**src/rtl/rr_pkg.sv**
```systemverilog
// Shared definitions for the round-robin requester front end and its arbiter.
package rr_pkg;

    localparam int NUM_PORTS_DEF = 4;
    localparam int DATA_W_DEF    = 8;
    localparam int DEPTH_DEF     = 4;

    // Widest grant vector the helper functions handle.
    localparam int MAX_PORTS     = 32;

    typedef logic [$clog2(NUM_PORTS_DEF)-1:0] port_idx_t;

    // True when exactly one bit of v is set.
    function automatic logic is_onehot(input logic [MAX_PORTS-1:0] v);
        logic [MAX_PORTS-1:0] one;
        one = {{(MAX_PORTS-1){1'b0}}, 1'b1};
        return (v != '0) && ((v & (v - one)) == '0);
    endfunction

    // Index of the set bit of a one-hot vector (highest set bit otherwise).
    function automatic int onehot_to_idx(input logic [MAX_PORTS-1:0] v);
        int idx;
        idx = 0;
        for (int i = 0; i < MAX_PORTS; i++) begin
            if (v[i]) idx = i;
        end
        return idx;
    endfunction

endpackage

```
**src/rtl/rr_port_fifo.sv**
```systemverilog
// Per-port synchronous FIFO: one push and one pop per cycle, head visible combinationally.
module rr_port_fifo
    import rr_pkg::*;
#(
    parameter int DATA_W = DATA_W_DEF,
    parameter int DEPTH  = DEPTH_DEF,
    parameter int CNT_W  = $clog2(DEPTH) + 1
) (
    input  logic              clk_i,
    input  logic              rst_ni,
    input  logic              push_i,
    input  logic [DATA_W-1:0] data_i,
    input  logic              pop_i,
    output logic [DATA_W-1:0] head_o,
    output logic [CNT_W-1:0]  count_o,
    output logic              empty_o
);

    localparam int PW = $clog2(DEPTH);

    logic [DATA_W-1:0] mem_q [DEPTH];
    logic [PW-1:0]     wr_ptr_q, wr_ptr_d;
    logic [PW-1:0]     rd_ptr_q, rd_ptr_d;
    logic [CNT_W-1:0]  count_q, count_d;
    logic              full;
    logic              do_push;
    logic              do_pop;

    // Full/empty come straight from the count; a full FIFO refuses a push even if popped this cycle.
    assign full    = (count_q == CNT_W'(DEPTH));
    assign empty_o = (count_q == '0);
    assign do_push = push_i & ~full;
    assign do_pop  = pop_i & ~empty_o;
    assign head_o  = mem_q[rd_ptr_q];
    assign count_o = count_q;

    // Next pointers and count; pointers wrap naturally because DEPTH is a power of two.
    always_comb begin
        wr_ptr_d = wr_ptr_q;
        rd_ptr_d = rd_ptr_q;
        count_d  = count_q;
        if (do_push) wr_ptr_d = wr_ptr_q + PW'(1);
        if (do_pop)  rd_ptr_d = rd_ptr_q + PW'(1);
        case ({do_push, do_pop})
            2'b10:   count_d = count_q + CNT_W'(1);
            2'b01:   count_d = count_q - CNT_W'(1);
            default: count_d = count_q;
        endcase
    end

    // Pointer and count registers, cleared by reset so queued data is discarded.
    always_ff @(posedge clk_i or negedge rst_ni) begin
        if (!rst_ni) begin
            wr_ptr_q <= '0;
            rd_ptr_q <= '0;
            count_q  <= '0;
        end else begin
            wr_ptr_q <= wr_ptr_d;
            rd_ptr_q <= rd_ptr_d;
            count_q  <= count_d;
        end
    end

    // Storage array; contents are meaningless while count is zero, so no reset is needed.
    always_ff @(posedge clk_i) begin
        if (do_push) mem_q[wr_ptr_q] <= data_i;
    end

endmodule

```
**src/rtl/rr_req_queue.sv**
```systemverilog
// Requester-side front end: per-port FIFOs raise requests, the accepted one-hot grant pops
// the granted head into a single output register stage.
//
// Handshakes: a word moves on any interface only in a cycle where valid and ready are both 1
// at the rising edge. Upstream: in_valid[p] & in_ready[p]. Downstream: out_valid & out_ready;
// out_valid never drops and out_data/out_port never change until that transfer happens.
// Toward the arbiter, req_o[p] plays the valid role and a legal gnt_i bit plays the ready role.
module rr_req_queue
    import rr_pkg::*;
#(
    parameter int NUM_PORTS = NUM_PORTS_DEF,
    parameter int DATA_W    = DATA_W_DEF,
    parameter int DEPTH     = DEPTH_DEF
) (
    input  logic                            clk,
    input  logic                            reset,
    input  logic [NUM_PORTS-1:0]            in_valid,
    input  logic [NUM_PORTS*DATA_W-1:0]     in_data,
    output logic [NUM_PORTS-1:0]            in_ready,
    output logic [NUM_PORTS-1:0]            req_o,
    input  logic [NUM_PORTS-1:0]            gnt_i,
    output logic                            out_valid,
    output logic [DATA_W-1:0]               out_data,
    output logic [$clog2(NUM_PORTS)-1:0]    out_port,
    input  logic                            out_ready,
    output logic                            gnt_err
);

    localparam int IDX_W = $clog2(NUM_PORTS);
    localparam int CNT_W = $clog2(DEPTH) + 1;

    logic [DATA_W-1:0]    head  [NUM_PORTS];
    logic [CNT_W-1:0]     count [NUM_PORTS];
    logic [NUM_PORTS-1:0] empty;
    logic [NUM_PORTS-1:0] pop;
    logic                 stage_free;
    logic                 gnt_ok;
    logic                 gnt_bad;
    logic [IDX_W-1:0]     gnt_idx;

    logic                 out_valid_q, out_valid_d;
    logic [DATA_W-1:0]    out_data_q,  out_data_d;
    logic [IDX_W-1:0]     out_port_q,  out_port_d;
    logic                 gnt_err_q,   gnt_err_d;

    // The stage can take a word when empty or draining this cycle (out_ready feeds req_o on purpose).
    assign stage_free = ~out_valid_q | out_ready;

    for (genvar gp = 0; gp < NUM_PORTS; gp++) begin : g_port
        rr_port_fifo #(
            .DATA_W (DATA_W),
            .DEPTH  (DEPTH),
            .CNT_W  (CNT_W)
        ) u_fifo (
            .clk_i   (clk),
            .rst_ni  (reset),
            .push_i  (in_valid[gp]),
            .data_i  (in_data[gp*DATA_W +: DATA_W]),
            .pop_i   (pop[gp]),
            .head_o  (head[gp]),
            .count_o (count[gp]),
            .empty_o (empty[gp])
        );

        assign in_ready[gp] = (count[gp] != CNT_W'(DEPTH));
        assign req_o[gp]    = ~empty[gp] & stage_free;
    end

    // Grant check: only a one-hot grant that lands on a raised request is acted on.
    always_comb begin
        gnt_ok  = is_onehot(MAX_PORTS'(gnt_i)) && ((gnt_i & req_o) == gnt_i);
        gnt_bad = (gnt_i != '0) && !gnt_ok;
        gnt_idx = IDX_W'(onehot_to_idx(MAX_PORTS'(gnt_i)));
        pop     = gnt_ok ? gnt_i : '0;
    end

    // Output stage next state: load on accepted grant, otherwise empty on drain, otherwise hold.
    always_comb begin
        out_valid_d = out_valid_q;
        out_data_d  = out_data_q;
        out_port_d  = out_port_q;
        gnt_err_d   = gnt_bad;
        if (gnt_ok) begin
            out_valid_d = 1'b1;
            out_data_d  = head[gnt_idx];
            out_port_d  = gnt_idx;
        end else if (out_valid_q && out_ready) begin
            out_valid_d = 1'b0;
        end
    end

    // Output stage and grant-error registers.
    always_ff @(posedge clk or negedge reset) begin
        if (!reset) begin
            out_valid_q <= 1'b0;
            out_data_q  <= '0;
            out_port_q  <= '0;
            gnt_err_q   <= 1'b0;
        end else begin
            out_valid_q <= out_valid_d;
            out_data_q  <= out_data_d;
            out_port_q  <= out_port_d;
            gnt_err_q   <= gnt_err_d;
        end
    end

    assign out_valid = out_valid_q;
    assign out_data  = out_data_q;
    assign out_port  = out_port_q;
    assign gnt_err   = gnt_err_q;

endmodule

```
**config.mk**
```make
export PLATFORM = sky130hd
export DESIGN_NAME = rr_req_queue
export DESIGN_NICKNAME = d
export VERILOG_FILES = /design/src/rtl/rr_pkg.sv /design/src/rtl/rr_port_fifo.sv /design/src/rtl/rr_req_queue.sv
export SDC_FILE = /design/constraint.sdc
export NUM_CORES = 1
export LEC_CHECK = 0
export BUFFER_PORTS_ARGS = -buffer_cell sky130_fd_sc_hd__clkbuf_2
export CAP_MARGIN = 10
export CORE_MARGIN = 8
export CORE_UTILIZATION = 59
export DETAILED_ROUTE_END_ITERATION = 8
export PLACE_DENSITY = 0.81
export SYNTH_ARGS = -nofsm -noshare
export SYNTH_HDL_FRONTEND = slang
export SYNTH_SLANG_ARGS = --single-unit
```
**constraint.sdc**
```tcl
create_clock -name clk -period 3.3 [get_ports clk]
set_clock_uncertainty 0.1 [all_clocks]
set_input_delay 0.165 -clock clk [delete_from_list [all_inputs] [get_ports clk]]
set_output_delay 0.165 -clock clk [all_outputs]
set_load 0.05 [all_outputs]
```
Yosys cells after proc, flatten, opt, wreduce, memory -nomap -nowiden
Memories as Yosys holds them, arrays and structs flattened. Index checks and enable logic that the tools add are counted.

$add $sub $neg: 17. Magnitude comparators: 1. Eq/ne operators: 17. Muxes and demuxes: 21. Bitwise gates (word level): 25. Reduce and logical (&&, ||, !) cells: 16.

Operator list (number): bitwise AND 4 x 32 -> 32 bit (1); logical NOT 32 bit (1); one-hot mux 3 bit (2 select lines) (4); adder 2 x 1 -> 2 bit, second input constant (8); binary-select mux 8 bit (select 2 bit) (1); 2-to-1 mux 8 bit (2); adder 3 x 1 -> 3 bit, second input constant (4); bitwise AND 1 bit (12); equality test 3 bit, second input constant (4); logical NOT 3 bit (4); inequality test 3 bit, second input constant (4); subtractor 3 x 1 -> 3 bit, second input constant (4); 2-to-1 mux 1 bit (11); nonzero test 2 bit (5); inverter 1 bit (9); equality test 2 x 1 -> 1 bit, second input constant (4); equality test 2 bit, second input constant (4); subtractor 4 x 1 -> 5 bit, second input constant (1); bitwise AND 4 bit (1); equality test 4 bit (1); logical AND 1 bit (4); 2-to-1 mux 2 bit (2); 2-to-1 mux 4 bit (1); nonzero test 4 bit (1); other kinds (4) (4).

Register bits after elaboration: 40. Memory bits (writable): 128. Input bits: 43. Output and inout port bits: 20. Memories kept: 4.

Memories: g_port[0].u_fifo.mem_q (depth 4, bits a word 8, read ports 1, clocked after memory_dff 0, write ports 1, line rr_port_fifo.sv:21) `logic [DATA_W-1:0] mem_q [DEPTH];`; g_port[1].u_fifo.mem_q (depth 4, bits a word 8, read ports 1, clocked after memory_dff 0, write ports 1, line rr_port_fifo.sv:21); g_port[2].u_fifo.mem_q (depth 4, bits a word 8, read ports 1, clocked after memory_dff 0, write ports 1, line rr_port_fifo.sv:21); g_port[3].u_fifo.mem_q (depth 4, bits a word 8, read ports 1, clocked after memory_dff 0, write ports 1, line rr_port_fifo.sv:21).

Depth between registers and ports, before layout
Gate-level depths: netlist (run 1).

Depth after elaboration: 10. Gate-level depth with buffers: 13. Mapped depth without buffers: 10.

By module
Synthesis (run 1) repeated with hierarchy kept, for this count alone.

Cells, all modules: 422. Area, all modules: 7239.4 µm².

By module, submodules not included: rr_port_fifo at g_port[1].u_fifo ... (times used 3, cells an instance 79, area an instance 1590.3 µm², seq. area each 1136.1 µm²); rr_port_fifo at g_port[0].u_fifo (times used 1, cells an instance 80, area an instance 1596.5 µm², seq. area each 1136.1 µm²); rr_req_queue (times used 1, cells an instance 105, area an instance 872.1 µm², seq. area each 300.3 µm²).

Worst setup path after synthesis (run 1)
Ideal clock, no wire load.

Path kind: register -> register. Start point: register out_valid_q, in the netlist out_valid. End point: register g_port[2].u_fifo.count_q[2]. Arrival time: 2753 ps. Required time: 3121 ps. Slack: 367 ps. Cell stages (with the launch flop): 14. Period minus slack after synthesis: 2933 ps. Cells stage by stage: dfrtp_1 -> nor2b_1 -> buf_2 -> o31a_1 -> and4b_1 -> buf_6 -> buf_6 -> and2_1 -> ha_1 -> inv_1 -> fa_1 -> xor2_1 -> nor2_1 -> xor2_1.

Longest elaborated chain between the ends: 10.

RTL lines: from (decl) (line rr_req_queue.sv:41) `logic out_valid_q, out_valid_d;`; from (signal assigned) (line rr_req_queue.sv:100) `out_valid_q <= out_valid_d;`; inverter 1 bit * (line rr_req_queue.sv:47) `assign stage_free = ~out_valid_q | out_ready;`; OR 1 bit * (line rr_req_queue.sv:47); bitwise AND 1 bit (line rr_req_queue.sv:66) `assign req_o[gp] = ~empty[gp] & stage_free;`; bitwise AND 4 bit * (line rr_req_queue.sv:71) `gnt_ok = is_onehot(MAX_PORTS'(gnt_i)) && ((gnt_i & req_o) == gnt_i);`; equality test 4 bit * (line rr_req_queue.sv:71); logical AND 1 bit * (line rr_req_queue.sv:71); 2-to-1 mux 4 bit * (line rr_req_queue.sv:74) `pop = gnt_ok ? gnt_i : '0;`; bitwise AND 1 bit * (line rr_port_fifo.sv:33) `assign do_pop = pop_i & ~empty_o;`; net g_port[2].u_fifo.do_pop (line rr_port_fifo.sv:27) `logic do_pop;`; equality test 2 x 1 -> 1 bit or equality test 2 bit (tied branches) (line rr_port_fifo.sv:44) `case ({do_push, do_pop})`; one-hot mux 3 bit (2 select lines) or nonzero test 2 bit (tied branches); to (signal assigned) (line rr_port_fifo.sv:60) `count_q <= count_d;`; to (decl) (line rr_port_fifo.sv:24) `logic [CNT_W-1:0] count_q, count_d;`.

The timed path passes the listed nets; every way through them passes the cells marked *. A chain may end at the register's enable or synchronous reset.

Worst setup path in the final report (run 1)
Start point: register out_valid_q, in the netlist out_valid. End point: register g_port[0].u_fifo.count_q[2].

Longest elaborated chain between the ends: 10.

RTL lines (line): inverter 1 bit * (rr_req_queue.sv:47); OR 1 bit * (rr_req_queue.sv:47); bitwise AND 1 bit (rr_req_queue.sv:66); bitwise AND 4 bit * (rr_req_queue.sv:71); equality test 4 bit * (rr_req_queue.sv:71); logical AND 1 bit * (rr_req_queue.sv:71); 2-to-1 mux 4 bit * (rr_req_queue.sv:74); bitwise AND 1 bit * (rr_port_fifo.sv:33); net g_port[0].u_fifo.do_pop (rr_port_fifo.sv:27); equality test 2 x 1 -> 1 bit or equality test 2 bit (tied branches) (rr_port_fifo.sv:44); one-hot mux 3 bit (2 select lines) or nonzero test 2 bit (tied branches); to (signal assigned) (rr_port_fifo.sv:60); to (decl) (rr_port_fifo.sv:24).

Marked as above.

==> results by group, run 1 <==
Yosys
  – Synth Cell Area: 7050 µm²
  – Top cells by area, synth: edfxtp_1 (55%), dfrtp_1 (14%), mux4_2 (10%)
  – Number of synthesized register bits: 168
  – Synth Flop Type: edfxtp_1
  – Net Count, Synth: 473
  – Avg Inst Size Synth: 17.4 µm²
  – Netlist cell types: 43
  – Post-synthesis xor/xnor area fraction: 0.0282
  – Post-synth EDFFs: 128
  – Multiplexer share of the synthesized area: 0.105
  – Simple-gate share of the synthesized area: 0.0622
  – Area leader, netlist: edfxtp_1
  – Complex-gate fraction of the synthesized area: 0.0435
  – Asr flop ratio synth: 0.238
  – Post-Synthesis Cells: 406
  – Yosys Warn Count: 0
  – Synth Area in Adders: 0.0469
  – Synth top area share: 0.546
  – Register area share after synthesis: 0.688
  – Largest family of logic cells by synthesized area: multiplexers

Global routing
  – M1 GR Usage: 0.237
  – Met3 GRT Util: 0.0693
  – GR Util met2: 0.308
  – Largest net degree at the start of global routing: 41
  – Antenna violations before repair: 1
  – Total GRT Usage: 0.191
  – Gr busiest metal: met2
  – Grt total ovfl: 0
  – Vias in the first global route: 4187
  – First-pass GRT wire length: 22.8 mm

Critical path
  – Crit end category: flop
  – Reg-to-reg startpoint: out_valid$_DFFE_PN0P_
  – Crit path DAT: 3.17 ns
  – Crit-path most repeated cell: xor2_1
  – R2R Setup Slk: 0.37 ns
  – Critical path buffers and inverters: 1
  – Crit path from: out_valid$_DFFE_PN0P_
  – CP Class: flop to flop
  – Maximum fanout along the worst path: 10
  – R2R cell count: 10
  – RR Endpoint: g_port[0].u_fifo.count_o[2]$_DFFE_PN0P_
  – CP endpoint: g_port[0].u_fifo.count_o[2]$_DFFE_PN0P_
  – CP max stage delay: 0.38 ns
  – Crit start category: flop
  – Critical Path RT: 3.54 ns
  – WP depth: 10
  – CP cell instances: nor2b_1 > o21ai_0 > nand3_2 > nor3_2 > ha_1 > inv_1 > fa_1 > xor2_1 > nor2_1 > xor2_1
  – CP max stage cell: dfrtp_1
  – CP top delay family: simple AND/OR/NAND/NOR gates

Flow run
  – Max Cap Viol: 0

Die
  – I/O pin count: 63
  – Site Rows: 40
  – Core footprint: 11800 µm²
  – Die area: 15700 µm²
  – Initial core utilization: 0.597
  – Die height: 125 µm
  – Die width: 125 µm

Cells and area
  – Non-filler cells, final: 668
  – Share of cells above drive strength 1: 0.263
  – Final layout net count: 575
  – # fillers: 701
  – Area Growth Syn to Fin: 19.7%
  – Total area of sequential cells: 4840 µm²
  – Multi-input gate area: 2010 µm²
  – Fin util: 0.714
  – Number of diodes: 0

STA
  – Slew margin rel.: 0.274
  – FMAX: 342 MHz
  – Endpoints failing hold: 0
  – Final hold slack: 0.0257 ns
  – Final period util: 0.887
  – Slew @ Worst Pin: 1.08 ns
  – Slew Viols, Final: 0
  – # setup viols final: 0
  – RSZ-0062 raised after global routing: false
  – TNS Setup: 0 ns
  – Fin crit period: 2.93 ns

CTS
  – Max Root-Sink Buffers: 2
  – Worst skew pair latency: 0.42 ns
  – Resize count post-CTS: 0
  – CTS root buffer: clkbuf_16
  – CTS tree: yes
  – Clock net sink count: 168
  – Clock transition at path regs: 0.06 ns
  – H-tree levels: 4
  – CTS Buf Count: 17

Routing
  – Drt pass-1 iters: 5
  – Post-route antenna net violation count: 0
  – Remaining DRCs: 0
  – DR vias: 3933
  – Mean number of vias per cell: 5.89
  – Routed wire length: 14.3 mm
  – Initial DRC Count: 290
  – Post-DR wirelength/cell: 21.4 µm

Power and ir drop
  – Power density over the cells: 908 nW/µm²
  – Static leakage: 0.00321 µW
  – Worst vdd ir: 0.434 mV

Placement
  – IO buf count: 62
  – Post-placement cell count: 603
  – Dpl hpwl: 9.50 mm
  – Final estimated routing congestion in global placement: 0.735

Hold path
  – Worst hold path class: input pin to flop

Run status
  – Status: completed
==> worst min-delay path by stage <==
| stage | start | to | slack (ns) | cells after the start |
|---|---|---|---|---|
| 3_3_place_gp | reset | g_port[3].u_fifo.wr_ptr_q[0]$_DFFE_PN0P_ | 0.26 | 1 |
| 4_1_cts | gnt_i[1] | g_port[1].u_fifo.rd_ptr_q[0]$_DFFE_PN0P_ | 0.02 | 3 |
| 3_5_place_dp | reset | g_port[3].u_fifo.wr_ptr_q[0]$_DFFE_PN0P_ | 0.28 | 1 |
| 5_1_grt | gnt_i[1] | g_port[1].u_fifo.rd_ptr_q[0]$_DFFE_PN0P_ | 0.06 | 3 |
| 2_1_floorplan | reset | g_port[0].u_fifo.count_o[0]$_DFFE_PN0P_ | -0.23 | 0 |
| 6_report | gnt_i[1] | g_port[1].u_fifo.rd_ptr_q[0]$_DFFE_PN0P_ | 0.03 | 3 |
==> worst reg2reg max path, cell delays in order, from the launching register on <==
cell and delay (ns):
dfrtp_1 0.38, nor2b_1 0.26, o21ai_0 0.34, nand3_2 0.26
nor3_2 0.30, ha_1 0.26, inv_1 0.08, fa_1 0.38
xor2_1 0.16, nor2_1 0.16, xor2_1 0.17
==> final cells by class <==
| class | count | share of cell area |
|---|---|---|
| repair buffers | 99 | 0.0795 |
| clock buffers | 21 | 0.0571 |
| inverters | 26 | 0.0116 |
| clock inverters | 11 | 0.0171 |
| well taps | 147 | 0.0218 |
| multi-input cells | 196 | 0.239 |
| flip-flops and latches | 168 | 0.574 |
==> registers in the layout, indices dropped and copies added, names as in the netlist <==
signal and flops:
g_port.u_fifo.mem_q 128, g_port.u_fifo.count_o 12, g_port.u_fifo.rd_ptr_q 8, g_port.u_fifo.wr_ptr_q 8, out_data 8, out_port 2, gnt_err 1, out_valid 1
==> routing by layer <==
layer  part of all wire  vias up  wire length, µm
li1                   -     1769                -
met4              0.021        2              300
met1               0.42     2009             5980
met3              0.063       27              893
met2               0.50      126             7090
met5            0.00084        -               12
==> metrics by stage <==
stage	worst slack (ns)	total power [µW]	instance area [µm²]
final	0.374	7660	8440
after global placement	0.725	5460	7480
after CTS	0.438	7690	8440
after detailed placement	0.458	5590	7480
after floorplan	0.367	4930	7050
after global routing	0.211	8020	8440
==> report_power, final <==
group | switching, µW | leakage, µW | internal (µW)
combinational | 1360 | 0.00127 | 915
sequential | 459 | 0.00164 | 2870
clock | 781 | 0.000298 | 1270
==> cells in the final DEF (no fill, tap or decap), drive strengths merged, types with 4 or more instances in the layout <==
cell           n
xor2          12
xnor2          9
clkinv         5
dlygate4sd3   33
ha            20
edfxtp       128
a31oi          8
dfrtp         40
mux4          32
o21ai          8
buf            4
clkbuf        83
and3          16
fa             4
nand3          5
and2           5
nand2          6
nor2          19
inv           26
a22oi         16
nor3           9
==> cells in the mapped netlist (2+ instances only) <==
master,n
buf_2,5
a21oi_1,3
ha_1,20
and4b_4,2
or2_1,2
inv_1,26
edfxtp_1,128
mux4_2,32
nand3_1,4
fa_1,4
nor4b_1,2
nor2b_1,2
nor3_1,7
nor3_2,2
nand2_1,6
xor2_1,10
xor2_2,2
and2_1,5
buf_6,3
mux2i_1,2
a22oi_1,16
xnor2_1,9
o21ai_0,8
buf_1,6
clkbuf_1,2
and3_1,16
or3_1,2
a31oi_1,8
dfrtp_1,40
nor2_1,19
==> cells by family after synthesis <==
group	Yosys count
DFF	168
and+or+nand+nor	75
AOI/OAI and AO/OA	42
buffers and inverters	42
muxes	34
adders and majority gates	24
xor gates and xnor gates	21
==> timing repair <==
item	CTS	global route
hold buffers	33	0
buffers inserted	0	0
hold endpoints to repair	168	0
No activity file was read; power rests on OpenSTA's default activity.
==> run 2, diff against run 1 <==
Settings changed: MAX_ROUTING_LAYER set to met4.
==> results by group, run 2 (synthesis gave the netlist of run 1 again) <==
Run status
  – Status: completed

Global routing
  – Grt total ovfl: 0
  – Largest net degree at the start of global routing: 41
  – Total GRT Usage: 0.197
  – First-pass GRT wire length: 22.8 mm
  – Vias in the first global route: 4187
  – Antenna violations before repair: 1

Critical path
  – Critical Path RT: 3.54 ns
  – CP max stage cell: fa_1
  – Maximum fanout along the worst path: 10
  – CP max stage delay: 0.38 ns
  – Crit-path most repeated cell: xor2_1
  – Crit start category: flop
  – CP cell instances: nor2b_1 > o21ai_0 > nand3_2 > nor3_2 > ha_1 > inv_1 > fa_1 > xor2_1 > nor2_1 > xor2_1
  – Crit path DAT: 3.16 ns
  – Crit end category: flop
  – CP Class: flop to flop

STA
  – Slew Viols, Final: 0
  – Fin crit period: 2.91 ns
  – Final hold slack: 0.0290 ns
  – Slew @ Worst Pin: 1.12 ns
  – FMAX: 343 MHz
  – Endpoints failing hold: 0
  – Slew margin rel.: 0.248
  – TNS Setup: 0 ns
  – Final period util: 0.883
  – # setup viols final: 0
  – RSZ-0062 raised after global routing: false

Die
  – Core footprint: 11800 µm²
  – I/O pin count: 63
  – Die area: 15700 µm²
  – Initial core utilization: 0.597
  – Die width: 125 µm
  – Site Rows: 40
  – Die height: 125 µm

Cells and area
  – Commonest non-fill, non-tap cell in the layout: edfxtp_1
  – Most frequent cells in the layout: edfxtp_1 (128), clkbuf_2 (62), dfrtp_1 (40), dlygate4sd3_1 (33), mux4_2 (32)
  – Total area of sequential cells: 4840 µm²
  – Final layout net count: 575
  – Multi-input gate area: 2010 µm²
  – Share of cells above drive strength 1: 0.263
  – # fillers: 702
  – Area Growth Syn to Fin: 19.8%
  – Top reg by flops: g_port.u_fifo.mem_q
  – Largest register FFs: 128

Routing
  – Post-route antenna net violation count: 0
  – Remaining DRCs: 0
  – DR vias: 3938
  – Post-DR wirelength/cell: 21.4 µm
  – Drt pass-1 iters: 5
  – Mean number of vias per cell: 5.89
  – Routed wire length: 14.3 mm
  – Initial DRC Count: 290

Placement
  – Dpl hpwl: 9.50 mm
  – IO buf count: 62
  – Final estimated routing congestion in global placement: 0.744

CTS
  – Clock transition at path regs: 0.06 ns
  – Max Root-Sink Buffers: 2
  – CTS Buf Count: 17
  – CTS tree: yes
  – Worst skew pair latency: 0.42 ns
  – Setup bufs post-CTS: 0
  – H-tree levels: 4
  – Clock net sink count: 168
  – CTS root buffer: clkbuf_16

Hold path
  – Worst hold path class: input pin to flop

Flow run
  – Max Cap Viol: 0

Power and ir drop
  – Static leakage: 0.00321 µW
  – Worst vdd ir: 0.434 mV
  – Power density over the cells: 908 nW/µm²
-- run 2: cell count changes in the layout (fill, tap and decap cells not counted) --
cell,before,now
diode_2,0,1
-- run 2: cell type report --
type / instances / area share
Antenna cell: 1 / 0.000297
Clock inverter: 11 / 0.0170
Tap cell: 147 / 0.0218
Timing Repair Buffer: 99 / 0.0795
Sequential cell: 168 / 0.574
Inverter: 26 / 0.0116
Clock buffer: 21 / 0.0571
Multi-Input combinational cell: 196 / 0.239
-- run 2: metal layers --
layer  wire, µm  GRT usage  vias up
met5          0          -        -
met4        261     0.0666        0
met3        830     0.0620       18
met2       7130      0.309      135
met1       6100      0.240     2017
li1           -          -     1768
-- run 2: final timing paths --
kind,startpoint,end,slack [ns],cells after the start
worst min register to register,g_port[2].u_fifo.count_o[2]$_DFFE_PN0P_,g_port[2].u_fifo.count_o[2]$_DFFE_PN0P_,0.40,1
max in group asynchronous,reset,g_port[2].u_fifo.count_o[2]$_DFFE_PN0P_,2.11,2
worst min-delay path,gnt_i[1],g_port[1].u_fifo.rd_ptr_q[0]$_DFFE_PN0P_,0.03,3
worst max-delay path,out_valid$_DFFE_PN0P_,g_port[0].u_fifo.count_o[2]$_DFFE_PN0P_,0.39,10
min in group asynchronous,reset,g_port[3].u_fifo.wr_ptr_q[1]$_DFFE_PN0P_,0.35,2
worst max register to register,out_valid$_DFFE_PN0P_,g_port[0].u_fifo.count_o[2]$_DFFE_PN0P_,0.39,10
-- run 2: through the flow --
stage	cell area [µm²]	power, µW	std cells	util	setup slack [ns]
after floorplan	7050	4930	406	-	0.367
after global placement	7480	5460	603	0.633	0.725
after detailed placement	7480	5590	603	0.633	0.458
after CTS	8440	7690	668	0.714	0.438
after global routing	8440	8020	669	0.715	0.211
final	8440	7660	669	0.715	0.386
-- run 2: timing repair --
| action | CTS | global route |
|---|---|---|
| hold buffers | 33 | 0 |
| setup endpoints to repair | 0 | 0 |
| hold endpoints to repair | 168 | 0 |
| gates resized for setup | 0 | 0 |
-- run 2: where the power goes --
group | internal [µW] | switching [µW] | leakage [µW] | total (µW)
Sequential | 2870 | 459 | 0.00164 | 3330
Clock | 1270 | 790 | 0.000298 | 2060
Combinational | 915 | 1350 | 0.00127 | 2270
-- run 2: worst max-delay path, delay by kind of cell, from the launching register on --
kind,cells,cell delay [ns]
xor+xnor,2,0.32
simple gates,4,0.99
compound gates,1,0.33
fa+ha+maj,2,0.64
buf+inv,1,0.08
flops,1,0.37
